$ cat src/rtl/sipo_comma_align.sv
// Receive-side deserializer: shifts in the serial line LSB first, hunts for the
// K28.5 comma at any bit offset, locks word boundaries to it and emits aligned 10-bit words.
module sipo_comma_align #(
  parameter int         CONFIRM_CNT = 3,
  parameter int         LOSS_CNT    = 4,
  parameter logic [9:0] K_NEG       = 10'h17C,
  parameter logic [9:0] K_POS       = 10'h283
) (
  input  logic       BitCLK,
  input  logic       Reset,
  input  logic       Serial,
  output logic [9:0] RxParallel_10,
  output logic       RxValid,
  output logic       RxComma,
  output logic       RxAligned
);

  localparam int CW = (CONFIRM_CNT < 2) ? 1 : $clog2(CONFIRM_CNT + 1);
  localparam int MW = (LOSS_CNT < 2) ? 1 : $clog2(LOSS_CNT + 1);
  localparam logic [CW-1:0] CONFIRM_TGT = CW'(CONFIRM_CNT);
  localparam logic [MW-1:0] LOSS_TGT    = MW'(LOSS_CNT);

  typedef enum logic [1:0] {
    HUNT,
    CONFIRM,
    LOCKED
  } state_t;

  state_t          state;
  logic [9:0]      sr;
  logic [3:0]      bit_cnt;
  logic [CW-1:0]   confirm_cnt;
  logic [MW-1:0]   miss_cnt;

  logic [9:0]      win;
  logic            hit;
  logic            boundary;
  logic [3:0]      bit_cnt_next;
  logic [CW-1:0]   confirm_inc;
  logic [MW-1:0]   miss_inc;

  // win includes the bit being sampled on this edge, so a word is available
  // on the same edge that samples its last bit.
  assign win          = {Serial, sr[9:1]};
  assign hit          = (win == K_NEG) || (win == K_POS);
  assign boundary     = (bit_cnt == 4'd9) && (state != HUNT);
  assign bit_cnt_next = (bit_cnt == 4'd9) ? 4'd0 : bit_cnt + 4'd1;
  assign confirm_inc  = (confirm_cnt >= CONFIRM_TGT) ? confirm_cnt : confirm_cnt + CW'(1);
  assign miss_inc     = (miss_cnt >= LOSS_TGT) ? miss_cnt : miss_cnt + MW'(1);

  always_ff @(posedge BitCLK or posedge Reset) begin
    if (Reset) begin
      state         <= HUNT;
      sr            <= '0;
      bit_cnt       <= '0;
      confirm_cnt   <= '0;
      miss_cnt      <= '0;
      RxParallel_10 <= '0;
      RxValid       <= 1'b0;
      RxComma       <= 1'b0;
      RxAligned     <= 1'b0;
    end else begin
      sr      <= win;
      bit_cnt <= bit_cnt_next;
      RxValid <= 1'b0;
      RxComma <= 1'b0;

      case (state)
        HUNT: begin
          if (hit) begin
            RxParallel_10 <= win;
            RxValid       <= 1'b1;
            RxComma       <= 1'b1;
            bit_cnt       <= '0;
            confirm_cnt   <= CW'(1);
            if (CONFIRM_CNT <= 1) begin
              state     <= LOCKED;
              RxAligned <= 1'b1;
              miss_cnt  <= '0;
            end else begin
              state <= CONFIRM;
            end
          end
        end

        CONFIRM: begin
          if (boundary) begin
            RxParallel_10 <= win;
            RxValid       <= 1'b1;
            RxComma       <= hit;
            if (hit) begin
              confirm_cnt <= confirm_inc;
              if (confirm_inc >= CONFIRM_TGT) begin
                state     <= LOCKED;
                RxAligned <= 1'b1;
                miss_cnt  <= '0;
              end
            end
          end else if (hit) begin
            // A comma at a different offset restarts confirmation there.
            RxParallel_10 <= win;
            RxValid       <= 1'b1;
            RxComma       <= 1'b1;
            bit_cnt       <= '0;
            confirm_cnt   <= CW'(1);
          end
        end

        LOCKED: begin
          if (boundary) begin
            RxParallel_10 <= win;
            RxValid       <= 1'b1;
            RxComma       <= hit;
            if (hit) begin
              miss_cnt <= '0;
            end
          end else if (hit) begin
            miss_cnt <= miss_inc;
            // Too many stray commas: drop lock and realign on this one.
            if (miss_inc >= LOSS_TGT) begin
              state         <= CONFIRM;
              RxAligned     <= 1'b0;
              RxParallel_10 <= win;
              RxValid       <= 1'b1;
              RxComma       <= 1'b1;
              bit_cnt       <= '0;
              confirm_cnt   <= CW'(1);
            end
          end
        end

        default: begin
          state <= HUNT;
        end
      endcase
    end
  end

endmodule

$ cat config.mk
export PLATFORM = sky130hd
export DESIGN_NAME = sipo_comma_align
export DESIGN_NICKNAME = d
export VERILOG_FILES = /design/src/rtl/sipo_comma_align.sv
export SDC_FILE = /design/constraint.sdc
export NUM_CORES = 1
export LEC_CHECK = 0
export ABC_CLOCK_PERIOD_IN_PS = 2700
export CORE_MARGIN = 2
export CORE_UTILIZATION = 44
export CTS_CLUSTER_DIAMETER = 100
export DETAILED_ROUTE_END_ITERATION = 12
export PLACE_DENSITY_LB_ADDON = 0.1
export SLEW_MARGIN = 5
export SYNTH_ARGS = -nofsm -noshare
export SYNTH_HDL_FRONTEND = slang
export SYNTH_SLANG_ARGS = --single-unit
$ cat constraint.sdc
create_clock -name BitCLK -period 2.7 [get_ports BitCLK]
set_input_delay 0.27 -clock BitCLK [delete_from_list [all_inputs] [get_ports BitCLK]]
set_output_delay 0.27 -clock BitCLK [all_outputs]
set_load 0.005 [all_outputs]
After elaboration in Yosys (flattened, before gate mapping) --
Index checks and enable logic that the tools add are counted.
Word-level totals: flip-flop bits (word level) 34, input port bits 3, output and inout port bits 13
Operators by class: multiplexer cells 50, equality and inequality tests 15, add/sub/neg operators 3, $lt $le $gt $ge 4, reductions and logical operators 11
Operator list (count):
- 10-bit 2-to-1 mux | 5
- 10-bit one-hot mux with 3 select lines | 1
- 4-bit 2-to-1 mux | 6
- 2-bit 2-to-1 mux | 11
- 3-bit 2-to-1 mux | 7
- 2-bit != test, second input constant | 7
- 7-bit AND reduction | 2
- 1-bit 2-to-1 mux | 13
- 2-bit one-hot mux with 3 select lines | 2
- 4-bit one-hot mux with 3 select lines | 1
- 10-bit equality test, second input constant | 1
- 10-bit by 9-bit equality test with 1-bit output, second input constant | 1
- 5-bit AND reduction | 2
- 3-bit != test, second input constant | 3
- 3-bit greater-or-equal comparator, second input constant | 2
- 1-bit one-hot mux with 3 select lines | 2
- 3-bit one-hot mux with 2 select lines | 1
- 4-bit by 1-bit adder with 4-bit output, second input constant | 1
- 4-bit equality test, second input constant | 1
- 2-bit greater-or-equal comparator, second input constant | 2
- 2-bit nonzero test | 2
- 3-bit by 1-bit adder with 3-bit output, second input constant | 1
- 3-bit AND reduction | 1
- 3-bit nonzero test | 1
- other kinds (7) | 7

Logic depth before layout (Yosys ltp) --
depth in word-level cells 7, mapped depth 8, mapped depth without buffers 7

Least setup slack after synthesis --
No wires, ideal clock.
kind reg-to-reg, start register state[0], end register RxParallel_10[0], path buffers 0, data required time 2.579 ns, period minus slack after synthesis 1.950 ns, cell stages (with the launch flop) 8, path slack 0.750 ns, library setup time 0.121 ns, arrival time 1.829 ns, path through dfrtp_1 > inv_1 > ha_1 > nand4bb_4 > a21oi_2 > a21oi_1 > o21a_4 > a22o_1
Between the ends: cells in the longest elaborated chain, start to end 4, elaborated cells on any way between the ends 12, classes of those cells 4 x eq/ne; 3 x mux; 5 x reduce/logical
Ends and longest elaborated chain:
- start, declared | RTL line 29 | state_t state;
- start signal, assigned | RTL line 53 | state <= HUNT;
- start signal, assigned | RTL line 77 | state <= LOCKED;
- start signal, assigned | RTL line 81 | state <= CONFIRM;
- 2-bit nonzero test | RTL line 46 | assign boundary = (bit_cnt == 4'd9) && (state != HUNT);
- 1-bit logical AND | RTL line 46
- 3-bit != test (no source line), or another cell as far along
- 3-bit AND reduction (no source line) / 10-bit one-hot mux with 3 select lines (equally long branches)
- end signal, assigned | RTL line 71 | RxParallel_10 <= win;
- end signal, assigned | RTL line 88 | RxParallel_10 <= win;
- end signal, assigned | RTL line 101 | RxParallel_10 <= win;
- end, declared | RTL line 12 | output logic [9:0] RxParallel_10,
Several ways; a longest one is shown, not always the timed one. A chain may end at the register's enable or synchronous reset.

Final worst setup path --
start register state[0], end register RxParallel_10[2]
The elaborated chain is that of the path after synthesis.

==> results.toml <==
[synth]
synthXorXnorAreaFrac_pct = 0.956
mappedNetlistArea_sq_mm = 0.00183
synth_seq_area_share_pct = 45.1
synth_top_area_share_pct = 45.1
yosys.area.top_type = "dfrtp_1"
netlist_instances = 162
synth_top_family_by_area = "compound AO/OA/AOI/OAI gates"
synth_nets = 173
synth-seq-cells = 33
synthAdderAreaFrac_pct = 5.46
synth-simple-area-share_pct = 17.7
synth_compound_area_share_pct = 25.9
yosys-top-cells-area = "dfrtp_1, ha_1, a22o_1"
synth_ff_type = "dfrtp_1"
synth_edf_count = 0
yosysWarnings = 0
ys_async_sr_fraction_pct = 100
avgSynthCellArea_sq_um = 11.3
synth_cell_types = 53
synthMuxAreaShare_pct = 1.64

[routing]
drt_iter0_markers = 139
first_pass_iters = 5
antenna_left = 0
vias = 1371
routed_wl_mm = 3.90
drc = 0
via_per_inst = 5.88
wl_per_cell_um = 16.7

[grt]
grt_overflow = 0
grt_max_degree = 34
grt_pass1_wl_mm = 6.73
grt_pass1_vias = 1398
grt_antenna_before_repair = 0
grtUsageTotal_pct = 19.2

[worst_setup_path]
cp.arrival_ps = 2360
worst_ep_required_time_ps = 2870
worstSetupEndpointType = "flip-flop"
crit_type = "flip-flop to flip-flop"
start_kind = "flip-flop"
crit_fanout = 8

[clock_network]
ctsResizeCount = 0
cts_htree_levels = 2
clockRootBuffer = "clkbuf_8"
cts_tree = "done"
cts_hold_buf = 0
clock-sinks = 33
clockBufferDepth = 2
cts_buffers = 5
post_cts_buffers = 0
clk_latency_ps = 280
path_clk_slew_ps = 70

[final_layout]
antenna_cells = 0
final_common_cell = "dfrtp_1"
finish.utilization_pct = 53.1
layout_common_cells = "dfrtp_1, clkdlybuf4s50_1, inv_1"
drive_above_1_share_pct = 15.3
nets = 193
syn_to_final_growth_pct = 15.9

[timing]
fin_tns_setup_ps = 0
grt_setup_unrepaired = "false"
maxSlewViolCount = 0
relSlewSlack_pct = 66.1
fin_crit_ps = 2190
clock_skew_ps = 4.50
finalCritPeriodShare_pct = 81.2
clock.fmax_ghz = 0.456
worstMarginPinSlew_ps = 508
finalHoldViolCount = 0
setup_violations = 0

[die]
dieArea_sq_mm = 0.00470
ios = 16
die_x_um = 68.5
fp.coreArea_sq_mm = 0.00400
start_util_pct = 45.8
rows = 23
die_y_um = 68.5

[placed_design]
port_buffers = 15
gp_congestion = 0.835
hpwl_mm = 2.84

[outcome]
outcome = "completed"

[flow_run]
drv_cap = 0

[pwr]
p_leak_nw = 0.916
peakVddDrop_uv = 259
powerDensity_mw_per_mm2 = 680
power.total_mw = 1.44

[hold_path]
hp-class = "input pin to asynchronous set/reset pin"
==> sequential cells by signal, summed over array words and instances (netlist names) <==
signal / flops
RxParallel_10: 10
sr: 9
bit_cnt: 4
miss_cnt: 3
confirm_cnt: 2
state: 2
RxAligned: 1
RxComma: 1
RxValid: 1
==> worst paths after layout <==
path	start	end	slack, ps	cells past startpoint
max reg2reg	state[0]	RxParallel_10[2]	510	7
min reg2reg	sr[2]	sr[1]	430	0
min in group BitCLK	sr[2]	sr[1]	430	0
max	state[0]	RxParallel_10[2]	510	7
min	Reset	RxParallel_10[4]	380	3
max in group asynchronous	Reset	miss_cnt[2]	2020	3
==> per-stage QoR <==
step                      setup WS (ps)  cell area [sq um]  hold WS, ps  std cells
final                               507               2120          377        233
after detailed placement            392               2040          411        225
after CTS                           521               2120          391        233
after global routing                320               2120          418        233
after floorplan                     750               1830          301        162
after global placement              396               2040          397        225
==> routing by layer <==
metal	vias up	wire, um	part of all wire, %	track usage, %
met3	4	136	3.5	4.87
met2	28	1910	49	30.5
met5	-	0	0	0
met4	0	36	0.92	6.50
met1	688	1820	47	25.5
li1	651	-	-	-
==> critical path, stage by stage, from the launching register on <==
cell and delay, ps:
dfrtp_1 410, inv_1 100, ha_1 280, nand4bb_4 340, a21oi_2 390, a21oi_1 100, o21a_4 240, a22o_1 240
==> cell families (layout without fill, tap and decap cells) <==
family / count (synthesis) / after routing
mux: 3 / 3
flops: 33 / 33
xor+xnor: 2 / 2
compound gates: 55 / 55
fa+ha+maj: 8 / 8
simple gates: 46 / 46
buf+inv: 15 / 36
==> report_power, final <==
group          switching [mW]  leakage, nW  internal, mW  total, mW
Sequential             0.0767        0.431         0.574      0.650
Combinational           0.238        0.439         0.203      0.442
Clock                   0.174       0.0450         0.178      0.352
==> final cells by class <==
type / instances / area (sq um)
clock buffer: 6 / 72.6
clock inverter: 2 / 10.0
fill: 355 / 1880
inverter: 11 / 41.3
multi-input combinational: 114 / 947
sequential: 33 / 826
tap: 50 / 62.6
timing repair buffer: 17 / 165
==> synthesized netlist by cell type (all sizes together), types with 2 or more instances <==
| cell type | n |
|---|---|
| a2111oi | 3 |
| a211oi | 2 |
| a21o | 3 |
| a21oi | 11 |
| a22o | 10 |
| a31oi | 2 |
| and4bb | 4 |
| clkbuf | 3 |
| dfrtp | 33 |
| ha | 8 |
| inv | 11 |
| mux2i | 3 |
| nand2 | 7 |
| nand3 | 9 |
| nor2 | 8 |
| nor3 | 6 |
| o21a | 2 |
| o21ai | 9 |
| o31ai | 2 |
Power figures use the tool's default switching activity.
